### src/rtl/urv_rf_access_ctrl_pkg.sv
// Shared definitions for the uRV register-file access sequencer:
// FSM state encoding, register index constants, scrub pointer stepping.
package urv_rf_ctrl_pkg;

   typedef enum logic [2:0] {
      ST_IDLE    = 3'd0,
      ST_RD_SLOT = 3'd1,
      ST_RD_DATA = 3'd2,
      ST_WR_SLOT = 3'd3,
      ST_ACK     = 3'd4,
      ST_SC_SLOT = 3'd5,
      ST_SC_DATA = 3'd6
   } rf_ctrl_state_e;

   localparam logic [4:0] RF_X0          = 5'd0;
   localparam logic [4:0] RF_XLAST       = 5'd31;
   localparam logic [4:0] RF_SCRUB_FIRST = 5'd1;

   // Scrub walks x1..x31 and skips x0, which has no storage.
   function automatic logic [4:0] scrub_next(input logic [4:0] p);
      return (p == RF_XLAST) ? RF_SCRUB_FIRST : p + 5'd1;
   endfunction

endpackage

### src/rtl/urv_rf_access_ctrl_if.sv
// Debug-host request/ack bus of the register-file access sequencer.
// Signal names are seen from the sequencer side (_i driven by the host).
interface urv_rf_access_ctrl_if;
   logic        dbg_req_i;
   logic        dbg_we_i;
   logic [4:0]  dbg_addr_i;
   logic [31:0] dbg_wdata_i;
   logic        dbg_ack_o;
   logic [31:0] dbg_rdata_o;
   logic        dbg_err_o;

   modport master (output dbg_req_i, dbg_we_i, dbg_addr_i, dbg_wdata_i,
                   input  dbg_ack_o, dbg_rdata_o, dbg_err_o);
   modport slave  (input  dbg_req_i, dbg_we_i, dbg_addr_i, dbg_wdata_i,
                   output dbg_ack_o, dbg_rdata_o, dbg_err_o);
endinterface

### src/rtl/urv_rf_slot_timer.sv
// Clear/increment counter that flags the cycle in which the LIMIT-th
// increment happens. Used for the slot-wait timeout and the scrub gap.
// LIMIT must be at least 1 and fit in W bits.
module urv_rf_slot_timer #(
   parameter int W     = 8,
   parameter int LIMIT = 255
) (
   input  logic clk_i,
   input  logic rst_n_i,
   input  logic clr_i,
   input  logic inc_i,
   output logic expire_o
);
   localparam logic [W-1:0] LAST = W'(LIMIT - 1);

   logic [W-1:0] cnt_q, cnt_d;

   // Clear wins over increment.
   always_comb begin
      cnt_d = cnt_q;
      if (clr_i)      cnt_d = '0;
      else if (inc_i) cnt_d = cnt_q + 1'b1;
   end

   // Counter state.
   always_ff @(posedge clk_i or negedge rst_n_i)
      if (!rst_n_i) cnt_q <= '0;
      else          cnt_q <= cnt_d;

   assign expire_o = inc_i && !clr_i && (cnt_q == LAST);
endmodule

### src/rtl/urv_rf_access_ctrl.sv
// Inserts debug-host reads/writes of x0..x31 into regfile port cycles the
// pipeline leaves free. Optional background ECC scrubber of x1..x31 is
// enabled with the URV_RF_SCRUB_EN macro.
module urv_rf_access_ctrl
   import urv_rf_ctrl_pkg::*;
#(
   parameter int g_timeout   = 255,
   parameter int g_scrub_gap = 1024
) (
   input  logic        clk_i,
   input  logic        rst_n_i,
   urv_rf_access_ctrl_if.slave dbg,
   input  logic        rf_rd_slot_i,
   output logic        rf_rd_en_o,
   output logic [4:0]  rf_rd_addr_o,
   input  logic [31:0] rf_rd_data_i,
   input  logic        rf_rd_ecc_err_i,
   input  logic        w_rd_store_i,
   output logic        rf_wr_en_o,
   output logic [4:0]  rf_wr_addr_o,
   output logic [31:0] rf_wr_data_o,
   output logic [15:0] scrub_err_cnt_o,
   output logic        scrub_irq_o
);
   rf_ctrl_state_e state_q;
   logic [4:0]     addr_q;
   logic [31:0]    wdata_q;
   logic           ack_q;
   logic [31:0]    rdata_q;
   logic           err_q;
   logic           wait_cyc;
   logic           to_expire;

   // A slot state that did not get its port this cycle burns timeout budget.
   always_comb begin
      wait_cyc = 1'b0;
      if ((state_q == ST_RD_SLOT || state_q == ST_SC_SLOT) && !rf_rd_slot_i) wait_cyc = 1'b1;
      if (state_q == ST_WR_SLOT && w_rd_store_i)                             wait_cyc = 1'b1;
   end

   urv_rf_slot_timer #(.W(8), .LIMIT(g_timeout)) u_timeout (
      .clk_i    (clk_i),
      .rst_n_i  (rst_n_i),
      .clr_i    (state_q == ST_IDLE),
      .inc_i    (wait_cyc),
      .expire_o (to_expire)
   );

`ifdef URV_RF_SCRUB_EN
   localparam int GAP_W = $clog2(g_scrub_gap) + 1;

   logic [4:0]  ptr_q;
   logic [15:0] err_cnt_q;
   logic        irq_q;
   logic        gap_expire;

   urv_rf_slot_timer #(.W(GAP_W), .LIMIT(g_scrub_gap)) u_gap (
      .clk_i    (clk_i),
      .rst_n_i  (rst_n_i),
      .clr_i    (state_q != ST_IDLE || dbg.dbg_req_i),
      .inc_i    (state_q == ST_IDLE && !dbg.dbg_req_i),
      .expire_o (gap_expire)
   );

   // Scrub pointer, saturating error count and per-error interrupt pulse.
   always_ff @(posedge clk_i or negedge rst_n_i)
      if (!rst_n_i) begin
         ptr_q     <= RF_SCRUB_FIRST;
         err_cnt_q <= '0;
         irq_q     <= 1'b0;
      end else begin
         irq_q <= (state_q == ST_SC_DATA) && rf_rd_ecc_err_i;
         if (state_q == ST_SC_DATA && rf_rd_ecc_err_i && err_cnt_q != 16'hFFFF)
            err_cnt_q <= err_cnt_q + 16'd1;
         if (state_q == ST_SC_DATA || (state_q == ST_SC_SLOT && to_expire))
            ptr_q <= scrub_next(ptr_q);
      end

   assign rf_rd_addr_o    = (state_q == ST_SC_SLOT) ? ptr_q : addr_q;
   assign scrub_err_cnt_o = err_cnt_q;
   assign scrub_irq_o     = irq_q;
`else
   assign rf_rd_addr_o    = addr_q;
   assign scrub_err_cnt_o = '0;
   assign scrub_irq_o     = 1'b0;
`endif

   // Access sequencer; ack/rdata/err are registered and change only on entry to ACK.
   always_ff @(posedge clk_i or negedge rst_n_i)
      if (!rst_n_i) begin
         state_q <= ST_IDLE;
         addr_q  <= '0;
         wdata_q <= '0;
         ack_q   <= 1'b0;
         rdata_q <= '0;
         err_q   <= 1'b0;
      end else begin
         ack_q <= 1'b0;
         case (state_q)
            ST_IDLE:
               if (dbg.dbg_req_i) begin
                  addr_q  <= dbg.dbg_addr_i;
                  wdata_q <= dbg.dbg_wdata_i;
                  if (dbg.dbg_addr_i == RF_X0) begin
                     // x0 is hardwired: no port access, reads return 0.
                     state_q <= ST_ACK;
                     ack_q   <= 1'b1;
                     rdata_q <= '0;
                     err_q   <= 1'b0;
                  end else begin
                     state_q <= dbg.dbg_we_i ? ST_WR_SLOT : ST_RD_SLOT;
                  end
               end
`ifdef URV_RF_SCRUB_EN
               else if (gap_expire) state_q <= ST_SC_SLOT;
`endif
            ST_RD_SLOT:
               if (rf_rd_slot_i) state_q <= ST_RD_DATA;
               else if (to_expire) begin
                  state_q <= ST_ACK;
                  ack_q   <= 1'b1;
                  rdata_q <= '0;
                  err_q   <= 1'b1;
               end
            ST_RD_DATA: begin
               state_q <= ST_ACK;
               ack_q   <= 1'b1;
               rdata_q <= rf_rd_data_i;
               err_q   <= rf_rd_ecc_err_i;
            end
            ST_WR_SLOT:
               if (!w_rd_store_i || to_expire) begin
                  state_q <= ST_ACK;
                  ack_q   <= 1'b1;
                  rdata_q <= '0;
                  err_q   <= w_rd_store_i;
               end
            ST_ACK: state_q <= ST_IDLE;
`ifdef URV_RF_SCRUB_EN
            ST_SC_SLOT:
               if (rf_rd_slot_i)   state_q <= ST_SC_DATA;
               else if (to_expire) state_q <= ST_IDLE;
            ST_SC_DATA: state_q <= ST_IDLE;
`endif
            default: state_q <= ST_IDLE;
         endcase
      end

   // Port strobes follow the pipeline's free-slot signals in the same cycle.
   assign rf_rd_en_o   = (state_q == ST_RD_SLOT || state_q == ST_SC_SLOT) && rf_rd_slot_i;
   assign rf_wr_en_o   = (state_q == ST_WR_SLOT) && !w_rd_store_i;
   assign rf_wr_addr_o = addr_q;
   assign rf_wr_data_o = wdata_q;

   assign dbg.dbg_ack_o   = ack_q;
   assign dbg.dbg_rdata_o = rdata_q;
   assign dbg.dbg_err_o   = err_q;
endmodule
### src/flat_wrapper.sv
// flat-port wrapper written by rule: the top's interface ports become plain ports
module urv_rf_access_ctrl_flat import urv_rf_ctrl_pkg::*;
#(
   parameter int g_timeout   = 255,
   parameter int g_scrub_gap = 1024
)
  (clk_i, rst_n_i, rf_rd_slot_i, rf_rd_en_o, rf_rd_addr_o, rf_rd_data_i, rf_rd_ecc_err_i, w_rd_store_i, rf_wr_en_o, rf_wr_addr_o, rf_wr_data_o, scrub_err_cnt_o, scrub_irq_o, dbg_dbg_req_i, dbg_dbg_we_i, dbg_dbg_addr_i, dbg_dbg_wdata_i, dbg_dbg_ack_o, dbg_dbg_rdata_o, dbg_dbg_err_o);
  urv_rf_access_ctrl_if dbg_i ();
  input  logic clk_i;
  input  logic rst_n_i;
  input  logic rf_rd_slot_i;
  output logic rf_rd_en_o;
  output logic [4:0] rf_rd_addr_o;
  input  logic [31:0] rf_rd_data_i;
  input  logic rf_rd_ecc_err_i;
  input  logic w_rd_store_i;
  output logic rf_wr_en_o;
  output logic [4:0] rf_wr_addr_o;
  output logic [31:0] rf_wr_data_o;
  output logic [15:0] scrub_err_cnt_o;
  output logic scrub_irq_o;
  input wire logic [$bits(dbg_i.dbg_req_i)-1:0] dbg_dbg_req_i;
  input wire logic [$bits(dbg_i.dbg_we_i)-1:0] dbg_dbg_we_i;
  input wire logic [$bits(dbg_i.dbg_addr_i)-1:0] dbg_dbg_addr_i;
  input wire logic [$bits(dbg_i.dbg_wdata_i)-1:0] dbg_dbg_wdata_i;
  output wire logic [$bits(dbg_i.dbg_ack_o)-1:0] dbg_dbg_ack_o;
  output wire logic [$bits(dbg_i.dbg_rdata_o)-1:0] dbg_dbg_rdata_o;
  output wire logic [$bits(dbg_i.dbg_err_o)-1:0] dbg_dbg_err_o;
  assign dbg_i.dbg_req_i = dbg_dbg_req_i;
  assign dbg_i.dbg_we_i = dbg_dbg_we_i;
  assign dbg_i.dbg_addr_i = dbg_dbg_addr_i;
  assign dbg_i.dbg_wdata_i = dbg_dbg_wdata_i;
  assign dbg_dbg_ack_o = dbg_i.dbg_ack_o;
  assign dbg_dbg_rdata_o = dbg_i.dbg_rdata_o;
  assign dbg_dbg_err_o = dbg_i.dbg_err_o;
  urv_rf_access_ctrl #(.g_timeout(g_timeout), .g_scrub_gap(g_scrub_gap)) u_core (.clk_i(clk_i), .rst_n_i(rst_n_i), .dbg(dbg_i), .rf_rd_slot_i(rf_rd_slot_i), .rf_rd_en_o(rf_rd_en_o), .rf_rd_addr_o(rf_rd_addr_o), .rf_rd_data_i(rf_rd_data_i), .rf_rd_ecc_err_i(rf_rd_ecc_err_i), .w_rd_store_i(w_rd_store_i), .rf_wr_en_o(rf_wr_en_o), .rf_wr_addr_o(rf_wr_addr_o), .rf_wr_data_o(rf_wr_data_o), .scrub_err_cnt_o(scrub_err_cnt_o), .scrub_irq_o(scrub_irq_o));
endmodule
### config.mk
export PLATFORM = sky130hd
export DESIGN_NAME = urv_rf_access_ctrl_flat
export DESIGN_NICKNAME = d
export VERILOG_FILES = /design/src/rtl/urv_rf_access_ctrl_pkg.sv /design/src/rtl/urv_rf_access_ctrl_if.sv /design/src/rtl/urv_rf_slot_timer.sv /design/src/rtl/urv_rf_access_ctrl.sv /design/src/flat_wrapper.sv
export SDC_FILE = /design/constraint.sdc
export NUM_CORES = 1
export LEC_CHECK = 0
export ABC_AREA = 1
export CORE_MARGIN = 2
export CORE_UTILIZATION = 45
export DETAILED_ROUTE_END_ITERATION = 10
export PLACE_DENSITY_LB_ADDON = 0.2
export SYNTH_ARGS = -nofsm -noshare
export SYNTH_HDL_FRONTEND = slang
export SYNTH_HIERARCHICAL = 1
export SYNTH_SLANG_ARGS = --single-unit
### constraint.sdc
create_clock -name clk_i -period 3.56 [get_ports clk_i]
set_clock_uncertainty 0.05 [all_clocks]
set_input_delay 0.356 -clock clk_i [delete_from_list [all_inputs] [get_ports clk_i]]
set_output_delay 0.356 -clock clk_i [all_outputs]
set_load 0.05 [all_outputs]
### Word-level counts from Yosys, hierarchy flattened

Index checks and enable logic that the tools add are counted.
Widths: inputs -> output; s select.

| word-level totals | value |
|---|---|
| bits in registers | 82 |
| bits of input ports | 76 |
| output and inout port bits | 95 |
| word-level logic and storage cells | 66 |

| operators by class | value |
|---|---|
| $add $sub $neg | 1 |
| equality and inequality tests | 11 |
| multiplexer cells | 29 |
| reduce and logical (&&, ||, !) cells | 18 |

Operator list:

| operator | count |
|---|---|
| $mux 32 | 5 |
| $pmux 32 s4 | 1 |
| $mux 8 | 2 |
| $mux 3 | 5 |
| $mux 1 | 12 |
| $pmux 3 s4 | 1 |
| $add 8x1->8 const B | 1 |
| $eq 8x8->1 const B | 1 |
| $pmux 1 s4 | 2 |
| $eq 3x2->1 const B | 2 |
| $logic_and 1x1->1 | 6 |
| $ne 2x1->1 const B | 3 |
| $reduce_and 6->1 | 1 |
| $logic_not 5->1 | 1 |
| $ne 2x2->1 const B | 2 |
| $reduce_bool 4->1 | 1 |
| $eq 3x1->1 const B | 1 |
| $eq 3x3->1 const B | 1 |
| $logic_not 1->1 | 3 |
| $logic_not 3->1 | 1 |
| $ne 3x2->1 const B | 1 |
| $reduce_and 3->1 | 1 |
| $logic_or 1x1->1 | 2 |
| $mux 2 | 1 |
| 2 further kinds | 2 |

### Logic depth before layout (Yosys ltp)

Gate-level depths: netlist (run 1).

| logic depth | value |
|---|---|
| depth after elaboration | 10 |
| mapped depth | 13 |
| gate-level depth less buffers | 12 |

### Cells and area by module

Netlist (run 1), hierarchy kept.

Modules (own cells, without submodules):

| module | times used | cells an instance | area an instance (µm²) | seq. area each (µm²) |
|---|---|---|---|---|
| urv_rf_access_ctrl | 1 | 375 | 3437.0 | 1851.8 |
| urv_rf_slot_timer | 1 | 53 | 430.4 | 200.2 |

### Least setup slack after synthesis (run 1)

Ideal clock, no wire load.

| path | value |
|---|---|
| kind | flip-flop to flip-flop |
| start point | reg u_core.state_q[1] |
| end point | reg u_core.err_q (netlist: u_core/dbg.dbg_err_o) |
| setup time | 119 ps |
| arrival | 2160 ps |
| data required time | 3391 ps |
| setup slack | 1231 ps |
| cell stages (with the launch flop) | 12 |
| buffers on the path | 1 |
| period minus slack after synthesis | 2329 ps |
| path through | dfrtp_1 inv_2 nand2_1 o21ai_0 nand3_1 nor3_1 nand2_1 nor2_2 nor2_8 buf_12 nand3_2 nand2_1 |

| between the ends | value |
|---|---|
| longest elaborated chain between the ends | 10 |
| elaborated cells on any way between the ends | 22 |
| those cells by class | eq/ne: 9; mux: 3; reduce/logical: 10 |

RTL lines:

| item | RTL line | source |
|---|---|---|
| from (decl) | urv_rf_access_ctrl.sv:25 | `rf_ctrl_state_e state_q;` |
| from (signal assigned) | urv_rf_access_ctrl.sv:111 | `state_q <= dbg.dbg_we_i ? ST_WR_SLOT : ST_RD_SLOT;` |
| $eq 3x1->1 / $eq 3x3->1 (equally long branches) | urv_rf_access_ctrl.sv:37 | `if ((state_q == ST_RD_SLOT \|\| state_q == ST_SC_SLOT) && !rf_rd_slot_i) wait_cyc = 1'b1;` |
| $logic_or 1x1->1 | urv_rf_access_ctrl.sv:37 |  |
| $logic_and 1x1->1 | urv_rf_access_ctrl.sv:37 |  |
| $mux 1 | urv_rf_access_ctrl.sv:37 |  |
| $mux 1 * | urv_rf_access_ctrl.sv:38 | `if (state_q == ST_WR_SLOT && w_rd_store_i) wait_cyc = 1'b1;` |
| named net u_core.wait_cyc | urv_rf_access_ctrl.sv:31 | `logic wait_cyc;` |
| $logic_and 1x1->1 * (2 in series) | urv_rf_slot_timer.sv:30 | `assign expire_o = inc_i && !clr_i && (cnt_q == LAST);` |
| named net u_core.to_expire | urv_rf_access_ctrl.sv:32 | `logic to_expire;` |
| $logic_or 1x1->1 | urv_rf_access_ctrl.sv:132 | `if (!w_rd_store_i \|\| to_expire) begin` |
| $ne 2x1->1 (no source line) | n/a |  |
| $reduce_and 6->1 (no source line) * | n/a |  |
| to (signal assigned) | urv_rf_access_ctrl.sv:129 | `err_q <= rf_rd_ecc_err_i;` |
| to (signal assigned) | urv_rf_access_ctrl.sv:136 | `err_q <= w_rd_store_i;` |
| to (decl) | urv_rf_access_ctrl.sv:30 | `logic err_q;` |

The timed path passes the listed nets; every way through them passes the cells marked *.
A chain may end at the register's enable or synchronous reset.

### Worst setup path after layout (run 1)

| path | value |
|---|---|
| start point | reg u_core.state_q[0] |
| end point | reg u_core.rdata_q[22] (netlist: u_core/dbg.dbg_rdata_o[22]) |

| between the ends | value |
|---|---|
| longest elaborated chain between the ends | 10 |
| elaborated cells on any way between the ends | 22 |
| those cells by class | eq/ne: 9; mux: 3; reduce/logical: 10 |

RTL lines:

| item | RTL line | source |
|---|---|---|
| $eq 3x1->1 / $eq 3x3->1 (equally long branches) | urv_rf_access_ctrl.sv:37 |  |
| $logic_or 1x1->1 | urv_rf_access_ctrl.sv:37 |  |
| $logic_and 1x1->1 | urv_rf_access_ctrl.sv:37 |  |
| $mux 1 | urv_rf_access_ctrl.sv:37 |  |
| $mux 1 | urv_rf_access_ctrl.sv:38 |  |
| $logic_and 1x1->1 * (2 in series) | urv_rf_slot_timer.sv:30 |  |
| named net u_core.to_expire | urv_rf_access_ctrl.sv:32 |  |
| $logic_or 1x1->1 | urv_rf_access_ctrl.sv:132 |  |
| $ne 2x1->1 (no source line) | n/a |  |
| $reduce_and 6->1 (no source line) * | n/a |  |
| to (signal assigned) | urv_rf_access_ctrl.sv:128 | `rdata_q <= rf_rd_data_i;` |
| to (decl) | urv_rf_access_ctrl.sv:29 | `logic [31:0] rdata_q;` |

Marked as above.

==> results of run 1 <==
-- power by group through the flow --
stage                     clock network [mW]  registers, mW  logic (mW)
after floorplan                            0           2.84        1.06
after global placement                     0           1.60        3.26
after detailed placement                   0           1.61        3.32
after CTS                              0.680           1.60        3.32
after global routing                   0.721           1.65        3.49
final                                  0.654           1.60        3.29
-- path summary, 6_finish.rpt --
path,from,end,slack [ns],depth (start not counted)
setup / recovery,u_core/state_q[0],u_core/dbg.dbg_rdata_o[22],0.83,9
hold / removal,rst_n_i,u_core/rf_wr_data_o[29],0.14,1
setup reg to reg,u_core/state_q[0],u_core/dbg.dbg_rdata_o[22],0.83,9
hold reg to reg,u_core/rf_wr_data_o[15],u_core/rf_wr_data_o[15],0.43,2
max in group asynchronous,rst_n_i,u_core/rf_wr_data_o[20],2.66,1
min in group clk_i,u_core/rf_wr_data_o[15],u_core/rf_wr_data_o[15],0.43,2
-- cell usage after synthesis --
cell type    n
nand2_1    199
dfrtp_1     82
nand3_2     30
buf_4       24
nand3_1     15
nor2_1      14
inv_1       13
buf_2        8
o21ai_0      6
a21oi_1      4
inv_2        4
nor2_4       4
nor3_1       4
buf_12       3
buf_6        3
nor2_2       3
ha_1         2
nor2_8       2
a211oi_1     1
clkbuf_1     1
conb_1       1
nand2_2      1
nand3b_1     1
nand4_1      1
nand4_2      1
nor3_4       1
-- area by class of cell --
class                           count  area [µm²]  area share
Timing Repair Buffer              155        1544      0.2818
Clock inverter                      4       52.55    0.009591
Inverter                           17       63.81     0.01165
Tap cell                          105       131.4     0.02398
Clock buffer                       11       141.4     0.02581
Multi-Input combinational cell    306        1494      0.2727
Sequential cell                    82        2052      0.3745
-- metal layers --
metal	up-vias	part of all wire
met5	-	0
met4	0	0.010
met3	7	0.068
met2	113	0.46
met1	1474	0.46
li1	1578	-
-- logic make-up after synthesis --
logic type,Yosys count
DFF,82
adders and majority gates,2
AOI/OAI and AO/OA,11
buffers and inverters,56
other,1
and+or+nand+nor,276
-- critical path, delay by kind of cell (launching register included) --
family | cells | cell delay [ns]
buffers and inverters | 1 | 0.22
DFF | 1 | 0.50
and+or+nand+nor | 8 | 1.87
-- sequential cells by signal, summed over array words and instances, names as in the netlist --
signal / count
u_core/rf_wr_data_o: 32
u_core/u_timeout/cnt_q: 8
u_core/dbg.dbg_ack_o: 1
u_core/dbg.dbg_err_o: 1
u_core/state_q: 3
u_core/dbg.dbg_rdata_o: 32
u_core/rf_rd_addr_o: 5
==> impl_metrics.ini, run 1 <==
[cts]
worstSkewPairLatency_ns = 0.33
clockRootBuffer = clkbuf_8
cts_resized = 0
postCtsSetupBuffers = 0
clockBufferDepth = 2
cts_tree = yes
htree_levels = 3
clkTransAtPathRegs_ns = 0.08
cts_hold_buf = 0
cts_num_sinks = 82
cts_made_buffers = 9

[floorplanning]
core.rowCount = 33
core_area_um2 = 8258
dieArea_um2 = 9352
die_h_um = 96.71
initial_utilization = 0.4683
io_pins = 171
fp.dieW_um = 96.71

[power]
peakVddDrop_v = 0.0004877
power_mw = 5.543
p_sw_frac = 0.5106
p_int_mw = 2.713
switchingPower_mw = 2.830
pwr-share-clk = 0.118
combPwrFrac = 0.594
p_per_area_nw_per_um2 = 1012
p_seq_frac = 0.288
p_leak_nw = 2.703

[timing]
slew_headroom = 0.3215
hold_violations = 0
setup_viol = 0
hold_slack_ns = 0.1354
report.final.slew_viol_count = 0
worst_slack_ns = 0.8319
period_needed_ns = 2.728
tns_ns = 0
fmax_mhz = 366.6
worstMarginPinSlew_ns = 1.018
period_share = 0.7663
rsz0062_at_grt = no

[drt]
ant_nets = 0
vias = 3172
vias_per_cell = 4.665
drc = 0
routed_wl_um = 8945
first_pass_iters = 4
wl_per_cell_um = 13.15
dr.first_iter.drc_count = 136

[finish]
drive_gt1_frac = 0.1096
final_cell_mix = nand2_1, clkdlybuf4s50_1, dfrtp_1
fin_util = 0.6635
finalNetCount = 649
nFillCells = 698
mostFrequentLayoutCell = nand2_1
final-instance-count-excl-fill = 680
postLayoutCellArea_um2 = 5479
area_delta_synth_final_pct = 41.67
antenna_cells = 0

[critical_path]
cp.arrival_ns = 2.95
cp_slowest_stage_delay_ns = 0.55
endpoint_kind = flop
cpMaxStageDelayCell = nor3_1
crit_path_cell_trace = nor3_1 -> inv_1 -> nand3_1 -> nor3_1 -> nor2_1 -> nor2_4 -> nor2_8 -> nand3_1 -> nand2_1
cp-start-kind = flop
cp_max_fo = 35
cp.required_ns = 3.78
path_class = flop to flop

[grt]
use_met1 = 0.2627
gr-usage-met3 = 0.06358
grt_antenna_before_repair = 0
grt_overflow = 0
grt_pass1_wl_um = 15040
grt_max_degree = 83
grtUsageTotal = 0.1951
grt_use_met2 = 0.3098
grt_pass1_vias = 3149
grt.busiest_layer = met2

[logic_synthesis]
synth-xor-area-share = 0
synth.largest_area_cell = dfrtp_1
synth_top_area_frac = 0.5306
ys_seq_area_frac = 0.5306
synth_adder_area_share = 0.006470
synth_cell_types = 26
syn_avg_cell_area_um2 = 9.036
ys_ff_latch = 82
synth_top_family_by_area = simple AND/OR/NAND/NOR gates
synthMuxAreaShare = 0
synthesis.area_um2 = 3867
synth.area.top_cells = dfrtp_1, nand2_1, nand3_2
postSynthCellCount = 428
synth_simple_gate_area_share = 0.3484
synth-compound-area-share = 0.01488
yosysWarnings = 6

[placed_design]
dpl-instance-area_um2 = 5285
port_buffers = 153
pre_cts_slack_ns = 0.7806
dpl.hpwl_um = 6527
gp_congestion = 0.8701
placed_cells = 665

[job]
drv_cap = 0

[min_path]
hold_class = input port to async pin

[outcome]
status = completed
Note: power is estimated with default switching activity, not from simulation.
==> run 2: changes to the inputs <==
CORE_UTILIZATION = 38   (was 45)
clock period = 2.4 ns   (was 3.56 ns; I/O delays follow)
==> run 2 against run 1 <==
Non-clock buffer count rose by 8. Flip-flop and latch count stayed put. First-iteration DRC count increased by 4.4%. Cell count up 5.4%. Clock-buffer cell count shrank 1. Worst hold slack improved by 0.22 ns. Setup slack worse by 0.61 ns. Sequential share of layout area decreased by 0.80 points. Maximum frequency is 25% higher. Cell area increased by 2.3%. Combinational power grew 53%. Core utilization shrank 9.3 points. Critical path type unchanged. Largest cell class unchanged.
==> impl_metrics.ini, run 2 (synthesis results as in run 1) <==
[outcome]
status = completed

[placed_design]
gp_congestion = 0.7678
placed_cells = 700
port_buffers = 153
dpl.hpwl_um = 6783

[power]
peakVddDrop_v = 0.0008505
p_leak_nw = 2.752
p_per_area_nw_per_um2 = 1477

[drt]
ant_nets = 0
first_pass_iters = 4
wl_per_cell_um = 12.84
dr.first_iter.drc_count = 142
drc = 0
routed_wl_um = 9208
vias_per_cell = 4.484
vias = 3215

[grt]
grtUsageTotal = 0.1710
grt_pass1_wl_um = 15150
grt_antenna_before_repair = 0
grt_overflow = 0
grt_pass1_vias = 3177
grt_max_degree = 43

[cts]
clkTransAtPathRegs_ns = 0.09
htree_levels = 3
clockBufferDepth = 2
clockRootBuffer = clkbuf_8
cts_tree = yes
cts_num_sinks = 82
cts_made_buffers = 9
worstSkewPairLatency_ns = 0.35
postCtsSetupBuffers = 0

[floorplanning]
die_h_um = 104.9
fp.dieW_um = 104.9
core.rowCount = 36
core_area_um2 = 9819
dieArea_um2 = 11000
io_pins = 171
initial_utilization = 0.3939

[timing]
worstMarginPinSlew_ns = 0.6457
tns_ns = 0
report.final.slew_viol_count = 0
hold_violations = 0
setup_viol = 0
period_needed_ns = 2.175
period_share = 0.9060
rsz0062_at_grt = no
fmax_mhz = 459.9
slew_headroom = 0.5695

[min_path]
hold_class = input port to async pin

[finish]
antenna_cells = 0
final-instance-count-excl-fill = 717
final_cell_mix = nand2_1, clkdlybuf4s50_1, dfrtp_1
nFillCells = 889
area_delta_synth_final_pct = 44.94
mostFrequentLayoutCell = nand2_1
drive_gt1_frac = 0.1336
finalNetCount = 657

[critical_path]
cp_max_fo = 35
endpoint_kind = flop
cp_slowest_stage_delay_ns = 0.43
crit_path_cell_trace = inv_2 -> nand2_1 -> o21ai_0 -> nand3_1 -> nor3_2 -> nand2_1 -> nor2_2 -> nor2_8 -> nand3_1 -> nand2_1
ff2ff_path_depth = 10
cp.required_ns = 2.60
cp_common_cell = nand2_1
cpMaxStageDelayCell = dfrtp_1
cp.arrival_ns = 2.37
cp-start-kind = flop
path_class = flop to flop

[job]
drv_cap = 0
[run 2: per-layer routing]
| metal | vias to the layer above | track usage | share of wire |
|---|---|---|---|
| li1 | 1595 | - | - |
| met1 | 1477 | 0.2208 | 0.44 |
| met2 | 131 | 0.2635 | 0.45 |
| met3 | 12 | 0.05427 | 0.089 |
| met4 | 0 | 0.07524 | 0.013 |
| met5 | - | 0 | 0 |
[run 2: power by group]
group	internal [mW]	switching (mW)	leakage (nW)
combinational	1.66	3.36	1.62
sequential	1.97	0.390	1.04
clock	0.403	0.494	0.0924
[run 2: cell type report]
cell class / instances / area, µm² / share of cell area
timing repair buffer: 163 / 1639 / 0.2924
clock buffer: 10 / 137.6 / 0.02455
sequential: 82 / 2054 / 0.3665
multi-input combinational: 306 / 1504 / 0.2683
clock inverter: 6 / 40.04 / 0.007143
tap: 133 / 166.4 / 0.02969
inverter: 17 / 63.81 / 0.01138
[run 2: per-stage QoR]
| stage | hold WS [ns] | util | power (mW) | worst slack [ns] | instance area, µm² |
|---|---|---|---|---|---|
| after detailed placement | 0.2204 | 0.5505 | 7.431 | 0.08829 | 5405 |
| after global routing | 0.3482 | 0.5708 | 8.769 | 0.03789 | 5605 |
| after floorplan | -0.1056 | - | 5.788 | 0.07137 | 3928 |
| final | 0.3522 | 0.5708 | 8.278 | 0.2255 | 5605 |
| after global placement | 0.2148 | 0.5505 | 7.353 | 0.2014 | 5405 |
| after CTS | 0.3428 | 0.5696 | 8.368 | 0.1666 | 5593 |
[run 2: final timing paths]
check                                        start                          to  slack (ns)
max reg2reg                      u_core/state_q[1]  u_core/dbg.dbg_rdata_o[20]        0.23
max                              u_core/state_q[1]  u_core/dbg.dbg_rdata_o[20]        0.23
min reg2reg                u_core/rf_wr_data_o[27]     u_core/rf_wr_data_o[27]        0.43
min                                        rst_n_i     u_core/rf_wr_data_o[15]        0.35
max in group asynchronous                  rst_n_i  u_core/dbg.dbg_rdata_o[13]        1.34
min in group clk_i                 rf_rd_data_i[8]   u_core/dbg.dbg_rdata_o[8]        0.37
[run 2: timing repair]
action                     CTS  global route
setup endpoints to repair    0            33
hold endpoints to repair    41             0
resized for setup            0             4
hold buffers                 1             0
[run 2: critical path, delay by kind of cell, from the launching register on]
kind,cells,cell delay (ns)
flops,1,0.43
buf+inv,1,0.15
simple gates,8,1.17
compound gates,1,0.25
==> run 3: changes to the inputs <==
ABC_CLOCK_PERIOD_IN_PS = 2400   (was unset)
==> results of run 3 <==
Final layout, timing and power as in run 2 (identical DEF).
